$ cat config.mk
export PLATFORM = sky130hd
export DESIGN_NAME = assoc_search
export DESIGN_NICKNAME = d
export VERILOG_FILES = /design/src/rtl/hdc_pkg.sv /design/src/rtl/popcount64.sv /design/src/rtl/assoc_search.sv
export SDC_FILE = /design/constraint.sdc
export NUM_CORES = 1
export LEC_CHECK = 0
export ABC_AREA = 1
export BUFFER_PORTS_ARGS = -buffer_cell sky130_fd_sc_hd__buf_2
export CAP_MARGIN = 20
export CORE_ASPECT_RATIO = 0.9
export CORE_MARGIN = 5
export CORE_UTILIZATION = 59
export CTS_CLUSTER_DIAMETER = 100
export DETAILED_ROUTE_END_ITERATION = 10
export PLACE_DENSITY = 0.78
export SLEW_MARGIN = 10
export SYNTH_ARGS = -nofsm -noshare
export SYNTH_HDL_FRONTEND = slang
export SYNTH_SLANG_ARGS = --single-unit
$ cat constraint.sdc
create_clock -name clk -period 9.5 [get_ports clk]
set_clock_uncertainty 0.15 [all_clocks]
set_input_delay 1.9 -clock clk [delete_from_list [all_inputs] [get_ports clk]]
set_output_delay 1.9 -clock clk [all_outputs]
set_load 0.03 [all_outputs]
$ cat src/rtl/hdc_pkg.sv
// Shared constants, FSM encoding and pipeline record for the associative search block.
// Combinational definitions only; no latency or flow-control of its own.
// Backpressure: not applicable.
package hdc_pkg;

    localparam int NUM_CLASSES = 8;
    localparam int NUM_FRAMES  = 3;
    localparam int FRAME_W     = 64;
    localparam int DIST_W      = 8;
    localparam int CLS_W       = 3;
    localparam int FIDX_W      = 2;
    localparam int PC_W        = 7;

    typedef enum logic [1:0] {
        IDLE   = 2'd0,
        LOAD   = 2'd1,
        SEARCH = 2'd2,
        DONE   = 2'd3
    } state_t;

    // One registered popcount term travelling towards the accumulator.
    typedef struct packed {
        logic [PC_W-1:0]  cnt;
        logic [CLS_W-1:0] cls;
        logic             first;
        logic             last;
    } pc_stage_t;

endpackage

$ cat src/rtl/popcount64.sv
// XOR popcount of two frames (Hamming distance of one frame pair).
// Latency: purely combinational.
// Backpressure: none; result follows the inputs.
module popcount64
    import hdc_pkg::*;
#(
    parameter int FRAME_W = hdc_pkg::FRAME_W,
    parameter int CNT_W   = hdc_pkg::PC_W
) (
    input  logic [FRAME_W-1:0] a,
    input  logic [FRAME_W-1:0] b,
    output logic [CNT_W-1:0]   cnt
);

    logic [FRAME_W-1:0] diff;

    assign diff = a ^ b;

    always_comb begin
        cnt = '0;
        for (int i = 0; i < FRAME_W; i++) begin
            cnt = cnt + CNT_W'(diff[i]);
        end
    end

endmodule

$ cat src/rtl/assoc_search.sv
// Nearest-class search: streams class frames from an external generator, returns min-Hamming class.
// Latency: result_valid rises 25 edges after the final query beat (24 pair cycles + popcount register).
// Backpressure: query_ready low while searching/holding; result held in DONE until result_ready.
module assoc_search
    import hdc_pkg::*;
#(
    parameter int NUM_CLASSES = hdc_pkg::NUM_CLASSES,
    parameter int NUM_FRAMES  = hdc_pkg::NUM_FRAMES,
    parameter int FRAME_W     = hdc_pkg::FRAME_W
) (
    input  logic                      clk,
    input  logic                      rst_n,
    input  logic                      query_valid,
    output logic                      query_ready,
    input  logic [FRAME_W-1:0]        query_frame,
    output logic [hdc_pkg::CLS_W-1:0] frame_id,
    output logic [hdc_pkg::FIDX_W-1:0] frame_index,
    input  logic [FRAME_W-1:0]        class_vec_in,
    output logic                      result_valid,
    input  logic                      result_ready,
    output logic [hdc_pkg::CLS_W-1:0] result_class,
    output logic [hdc_pkg::DIST_W-1:0] result_dist
);

    localparam logic [CLS_W-1:0]  LAST_CLS = CLS_W'(NUM_CLASSES - 1);
    localparam logic [FIDX_W-1:0] LAST_FRM = FIDX_W'(NUM_FRAMES - 1);

    state_t state, state_nxt;

    logic [FIDX_W-1:0]  beat_cnt;
    logic [FRAME_W-1:0] query_buf [NUM_FRAMES];

    logic [CLS_W-1:0]   cls_q;
    logic [FIDX_W-1:0]  frm_q;
    logic               issuing;

    pc_stage_t          pc_q;
    logic               pc_vld;
    logic [PC_W-1:0]    pc_cnt;

    logic [DIST_W-1:0]  acc;
    logic [DIST_W-1:0]  acc_sum;
    logic [DIST_W-1:0]  best_dist, best_dist_nxt;
    logic [CLS_W-1:0]   best_class, best_class_nxt;
    logic [CLS_W-1:0]   res_class;
    logic [DIST_W-1:0]  res_dist;

    logic beat_acc, last_beat, last_pair, take, search_end;

    assign query_ready  = (state == IDLE) || (state == LOAD);
    assign result_valid = (state == DONE);
    assign result_class = res_class;
    assign result_dist  = res_dist;
    // Pair counters are parked at zero whenever no pair is being issued.
    assign frame_id     = cls_q;
    assign frame_index  = frm_q;

    assign beat_acc  = query_valid && query_ready;
    assign last_beat = beat_acc && (beat_cnt == LAST_FRM);
    assign last_pair = issuing && (cls_q == LAST_CLS) && (frm_q == LAST_FRM);

    assign acc_sum        = (pc_q.first ? '0 : acc) + DIST_W'(pc_q.cnt);
    assign take           = pc_vld && pc_q.last && (acc_sum < best_dist);
    assign best_dist_nxt  = take ? acc_sum : best_dist;
    assign best_class_nxt = take ? pc_q.cls : best_class;
    assign search_end     = pc_vld && pc_q.last && (pc_q.cls == LAST_CLS);

    popcount64 #(
        .FRAME_W (FRAME_W),
        .CNT_W   (PC_W)
    ) u_popcount (
        .a   (query_buf[frm_q]),
        .b   (class_vec_in),
        .cnt (pc_cnt)
    );

    always_ff @(posedge clk or negedge rst_n) begin
        if (!rst_n) begin
            state <= IDLE;
        end else begin
            state <= state_nxt;
        end
    end

    always_comb begin
        state_nxt = state;
        case (state)
            IDLE:    if (beat_acc)     state_nxt = last_beat ? SEARCH : LOAD;
            LOAD:    if (last_beat)    state_nxt = SEARCH;
            SEARCH:  if (search_end)   state_nxt = DONE;
            DONE:    if (result_ready) state_nxt = IDLE;
            default:                   state_nxt = IDLE;
        endcase
    end

    // Stale query contents are harmless: every frame is rewritten before a search starts.
    always_ff @(posedge clk) begin
        if (beat_acc) begin
            query_buf[beat_cnt] <= query_frame;
        end
    end

    always_ff @(posedge clk or negedge rst_n) begin
        if (!rst_n) begin
            beat_cnt   <= '0;
            cls_q      <= '0;
            frm_q      <= '0;
            issuing    <= 1'b0;
            pc_q       <= '0;
            pc_vld     <= 1'b0;
            acc        <= '0;
            best_dist  <= '1;
            best_class <= '0;
            res_class  <= '0;
            res_dist   <= '0;
        end else begin
            if (beat_acc) begin
                beat_cnt <= last_beat ? '0 : beat_cnt + 1'b1;
            end

            if (last_beat) begin
                cls_q      <= '0;
                frm_q      <= '0;
                issuing    <= 1'b1;
                pc_vld     <= 1'b0;
                acc        <= '0;
                best_dist  <= '1;
                best_class <= '0;
            end else if (state == SEARCH) begin
                pc_vld <= issuing;
                if (issuing) begin
                    pc_q <= '{cnt:   pc_cnt,
                              cls:   cls_q,
                              first: (frm_q == '0),
                              last:  (frm_q == LAST_FRM)};
                    if (frm_q == LAST_FRM) begin
                        frm_q   <= '0;
                        cls_q   <= last_pair ? '0 : cls_q + 1'b1;
                        issuing <= !last_pair;
                    end else begin
                        frm_q <= frm_q + 1'b1;
                    end
                end
                if (pc_vld) begin
                    acc        <= acc_sum;
                    best_dist  <= best_dist_nxt;
                    best_class <= best_class_nxt;
                end
                if (search_end) begin
                    res_class <= best_class_nxt;
                    res_dist  <= best_dist_nxt;
                end
            end
        end
    end

endmodule

After elaboration in Yosys (flattened, before gate mapping)
Memory sizes are Yosys's and may differ from the RTL's.
Index checks and enable logic that the tools add are counted.
{"block": "word_totals", "ramBits": 192, "n_memories": 1, "regBits": 53}
{"block": "op_classes", "magnitude_cmp": 1, "eq_ne": 11, "muxes": 36, "n_reduce_logical": 21, "addsub": 67, "n_bitwise": 2}
{"memory": "query_buf", "words": 3, "word_bits": 64, "rd": 1, "rd_ports_with_merged_regs": 0, "write_ports": 1, "line": "assoc_search.sv:31", "text": "logic [FRAME_W-1:0] query_buf [NUM_FRAMES];"}
{"operator": "$add A7 B1 Y7", "n": 62}
{"operator": "$mux W8", "n": 8}
{"operator": "$xor A64 B64 Y64", "n": 1}
{"operator": "$mux W3", "n": 9}
{"operator": "$mux W2", "n": 10}
{"operator": "$reduce_and A3 Y1", "n": 3}
{"operator": "$add A8 B7 Y8", "n": 1}
{"operator": "$eq A2 B2 Y1 const B", "n": 4}
{"operator": "$lt A8 B8 Y1", "n": 1}
{"operator": "$mux W1", "n": 8}
{"operator": "$pmux W2 S4", "n": 1}
{"operator": "$reduce_bool A2 Y1", "n": 4}
{"operator": "$logic_and A1 B1 Y1", "n": 7}
{"operator": "$eq A3 B3 Y1 const B", "n": 2}
{"operator": "$ne A2 B2 Y1 const B", "n": 3}
{"operator": "$add A2 B1 Y2 const B", "n": 2}
{"operator": "$logic_not A2 Y1", "n": 2}
{"operator": "$reduce_and A2 Y1", "n": 2}
{"operator": "$reduce_and A4 Y1", "n": 1}
{"operator": "$add A3 B1 Y3 const B", "n": 1}
{"operator": "$add A1 B1 Y2", "n": 1}
{"operator": "$eq A2 B1 Y1 const B", "n": 1}
{"operator": "$ne A2 B1 Y1 const B", "n": 1}
{"operator": "$logic_not A1 Y1", "n": 1}
{"operator": "2 further kinds", "n": 2}

Longest topological paths before layout
An unclocked memory read counts as a cell.
{"block": "depth", "ltp_word": 65, "ltp_mapped": 29, "mapped_depth_nobuf": 27}

By module
From an unflattened synthesis, not the netlist that was laid out.
{"block": "unflattened", "cells_unflattened": 1103, "hier_area_um2": 12259.3}
{"mod": "assoc_search", "n_inst": 1, "seq_area_each_um2": 7101.8, "area_each_um2": 10077.2, "cells_per_inst": 883}
{"mod": "popcount64", "n_inst": 1, "seq_area_each_um2": 0.0, "area_each_um2": 2182.1, "cells_per_inst": 220}

Worst setup path before layout
No wires, ideal clock.
{"block": "synth_path", "path_type": "input port to flip-flop", "start": "input port class_vec_in[1]", "end": "register pc_q[11] (netlist bit)", "setup_time_ps": 77, "required_ps": 9273, "path_buffers": 0, "arrival_ps": 7768, "path_stages": 18, "path_slack_ps": 1505, "path_cell_list": "xor2_1 ha_1 inv_1 fa_1 fa_1 fa_1 fa_1 fa_1 fa_1 fa_1 fa_1 fa_1 fa_1 o21ai_0 nand2_1 inv_1 o21bai_1 a21oi_1"}
{"block": "synth_between", "elab_chain_cells": 64}
{"item": "from (decl)", "line": "assoc_search.sv:18", "text": "input logic [FRAME_W-1:0] class_vec_in,"}
{"item": "$xor A64 B64 Y64", "line": "popcount64.sv:17", "text": "assign diff = a ^ b;"}
{"item": "$add A1 B1 Y2", "line": "popcount64.sv:22", "text": "cnt = cnt + CNT_W'(diff[i]);"}
{"item": "$add A7 B1 Y7 (62 in a row)", "line": "popcount64.sv:22"}
{"item": "to (signal assigned)", "line": "assoc_search.sv:132", "text": "pc_q <= '{cnt: pc_cnt,"}
{"item": "to (decl)", "line": "assoc_search.sv:37", "text": "pc_stage_t pc_q;"}
Every way passes these cells.
A chain may end at the register's enable or synchronous reset.

Final worst setup path
Ends and elaborated chain as after synthesis.

==> impl_metrics.py <==
metrics = {
    "sta": {
        "min_period_over_period_pct": 82.5,
        "fin_tns_setup_ns": 0,
        "fmax_mhz": 128,
        "tightestPinTransition_ns": 0.953,
        "layout_min_cycle_time_ns": 7.84,
        "rsz0062_at_grt": "no",
        "setup_viol": 0,
        "max_slew_margin_pct": 36.5,
        "drv_slew": 0,
        "final-hold-violation-count": 0,
    },
    "setup_path": {
        "rrSetupSlack_ns": 1.75,
        "cp.arrival_ns": 8.14,
        "startpoint": "class_vec_in[1]",
        "end_kind": "flop",
        "cp.required_ns": 9.80,
        "worstSetupPathType": "in2reg",
        "path_cells": "buf_2 -> xor2_1 -> ha_1 -> inv_1 -> fa_1 -> fa_1 -> fa_1 -> fa_1 -> fa_1 -> fa_1 -> fa_1 -> fa_1 -> fa_1 -> fa_1 -> o21ai_0 -> nand2_1 -> inv_1 -> o21bai_1 -> a21oi_1",
        "r2r_cells": 24,
        "crit_path_start_kind": "primary input",
        "crit_family": "adder cells",
        "critPathMostFrequentCell": "fa_1",
        "r2r_end": "pc_q[11]",
        "crit_slowest_cell": "fa_1",
        "rr_startpoint": "frame_index[1]",
        "crit_buf_inv": 3,
        "crit_fanout": 2,
        "slowest_delay_ns": 0.55,
    },
    "floorplan": {
        "core_area_um2": 20100,
        "die_h_um": 146,
        "start_util_pct": 60.4,
        "dieArea_um2": 23600,
        "ios": 150,
        "fp.dieW_um": 161,
        "rows": 49,
    },
    "clocking": {
        "clock_latency_ns": 0.53,
        "post_cts_buffers": 0,
        "clockBufferDepth": 3,
        "cts_resized": 0,
        "cts_sinks": 245,
        "ctsRootBufferMaster": "clkbuf_16",
        "cts_buffers": 25,
        "cts_tree": "yes",
        "cts_max_level": 1,
        "cts.clk_slew.worst_paths_ns": 0.06,
        "hold_buffers": 0,
    },
    "final_layout": {
        "drive_above_1_share_pct": 17.5,
        "fin_area_um2": 14000,
        "final_nets": 1462,
        "area_growth_syn_to_layout_pct": 15.4,
        "seq_area_um2": 7100,
        "fin_util_pct": 69.7,
        "multi_input_area_um2": 4420,
        "nFillCells": 1451,
    },
    "worst_hold_path": {
        "min_path_type": "reg2reg",
        "hp-start": "result_dist[7]",
        "whs_endpoint": "result_dist[7]",
        "worstHoldPathCells": 2,
    },
    "route": {
        "drtAntennaViolNets": 0,
        "firstDrtPassIters": 5,
        "viasPerCell": 5.12,
        "drcViolationCount": 0,
        "finalWirelength_um": 24600,
        "vias": 7759,
        "drt_iter0_markers": 394,
        "wl_per_cell_um": 16.3,
    },
    "global_routing": {
        "grt_use_met2_pct": 36.8,
        "antenna_found_initial": 4,
        "grt_pass1_vias": 8139,
        "grtUsageMet3_pct": 3.95,
        "grt_pass1_wl_um": 40400,
        "grtUsageTotal_pct": 21.4,
        "grt_busiest_layer": "met2",
        "grt_overflow": 0,
        "grt_util_met1_pct": 28.2,
        "grt_max_degree": 72,
    },
    "synthesis": {
        "synth_area_um2": 12100,
        "synth_cell_types": 35,
        "syn_inst": 1085,
        "synth_area_leaders": "edfxtp_1 47%, nand2_1 11%, dfrtp_1 9.3%, fa_1 9.1%, inv_1 3.9%",
        "ys_ff_latch": 245,
        "synth_nets": 1308,
        "yosysTopAreaCellShare_pct": 47.5,
        "yosysSeqAreaShare_pct": 58.5,
        "ys_warn_count": 0,
        "syn_area_per_cell_um2": 11.2,
        "synth_top_area_cell": "edfxtp_1",
    },
    "run_status": {
        "outcome": "complete, no violations",
    },
    "place": {
        "post-dp-hpwl_um": 16800,
        "place_area_um2": 13200,
        "routabilityCongestion": 0.831,
        "io_buffers": 149,
    },
    "run": {
        "max_cap_viol_count": 0,
    },
}
-- worst min-delay path, cell delays in order (launching register included) --
cell	delay [ns]
dfrtp_1	0.34
nand2_1	0.05
nand2_1	0.05
-- cells in the mapped netlist, drive strengths merged --
cell type and instances:
a21o 1, a21oi 14, a31o 1, a31oi 1, buf 21, clkbuf 8
dfrtp 45, dfstp 8, edfxtp 192, fa 55, ha 36, inv 129
nand2 351, nand3 93, nand4 4, nor2 25, nor3 2, o21ai 25
o21bai 2, o22ai 1, or2 2, xnor2 54, xor2 15
-- metal layers --
layer / wire, µm / part of all wire, %
met5: 15 / 0.061
met4: 663 / 2.7
met3: 1490 / 6.0
met2: 12100 / 49
met1: 10300 / 42
-- stage by stage --
stage | hold WS [ns] | setup slack, ns | instances
2_1_floorplan | 0.292 | 1.50 | 1085
3_3_place_gp | 0.306 | 1.15 | 1467
3_5_place_dp | 0.310 | 1.09 | 1467
4_1_cts | 0.328 | 1.62 | 1512
5_1_grt | 0.354 | 1.31 | 1515
6_report | 0.321 | 1.66 | 1515
-- worst max-delay path by stage --
stage,slack (ns),cells after the start,to
3_5_place_dp,1.09,19,pc_q[11]
2_1_floorplan,1.50,18,pc_q[11]
6_report,1.66,19,pc_q[11]
5_1_grt,1.31,24,pc_q[11]
4_1_cts,1.62,19,pc_q[11]
3_3_place_gp,1.15,19,pc_q[11]
-- cells in the final DEF (no fill, tap or decap), types with 25 or more instances in the layout --
cell type  count
inv_1        126
buf_2        149
fa_1          55
xnor2_1       54
nand3_1       93
clkbuf_16     25
dfrtp_1       44
nand2_1      349
edfxtp_1     192
ha_1          36
-- layout make-up --
| class | instances | area share [%] |
|---|---|---|
| clock buffer | 27 | 4.52 |
| timing repair buffer | 156 | 5.87 |
| clock inverter | 18 | 1.61 |
| multi-input combinational | 682 | 31.5 |
| sequential | 245 | 50.7 |
| inverter | 129 | 3.49 |
| tap | 255 | 2.28 |
| antenna | 3 | 0.0536 |
-- flip-flops by register name (all words and copies together) (netlist names), 2 cells and up --
register,flops
query_buf,192
pc_q,12
acc,8
best_dist,8
result_dist,8
best_class,3
frame_id,3
result_class,3
beat_cnt,2
frame_index,2
state,2
-- cell families (layout without fill, tap and decap cells) --
logic type | Yosys count | in the layout | synth area share (%)
AO/OA/AOI/OAI | 45 | 45 | 2.06
adder cells (fa/ha/maj) | 91 | 91 | 12.8
other | 0 | 3 | 0
AND/OR/NAND/NOR | 477 | 477 | 16.3
buffers and inverters | 158 | 330 | 5.37
XOR/XNOR | 69 | 69 | 4.98
flip-flops | 245 | 245 | 58.5
Power is not shown: default switching activity piles up to over one toggle a cycle in this logic, so the estimate is an artifact.
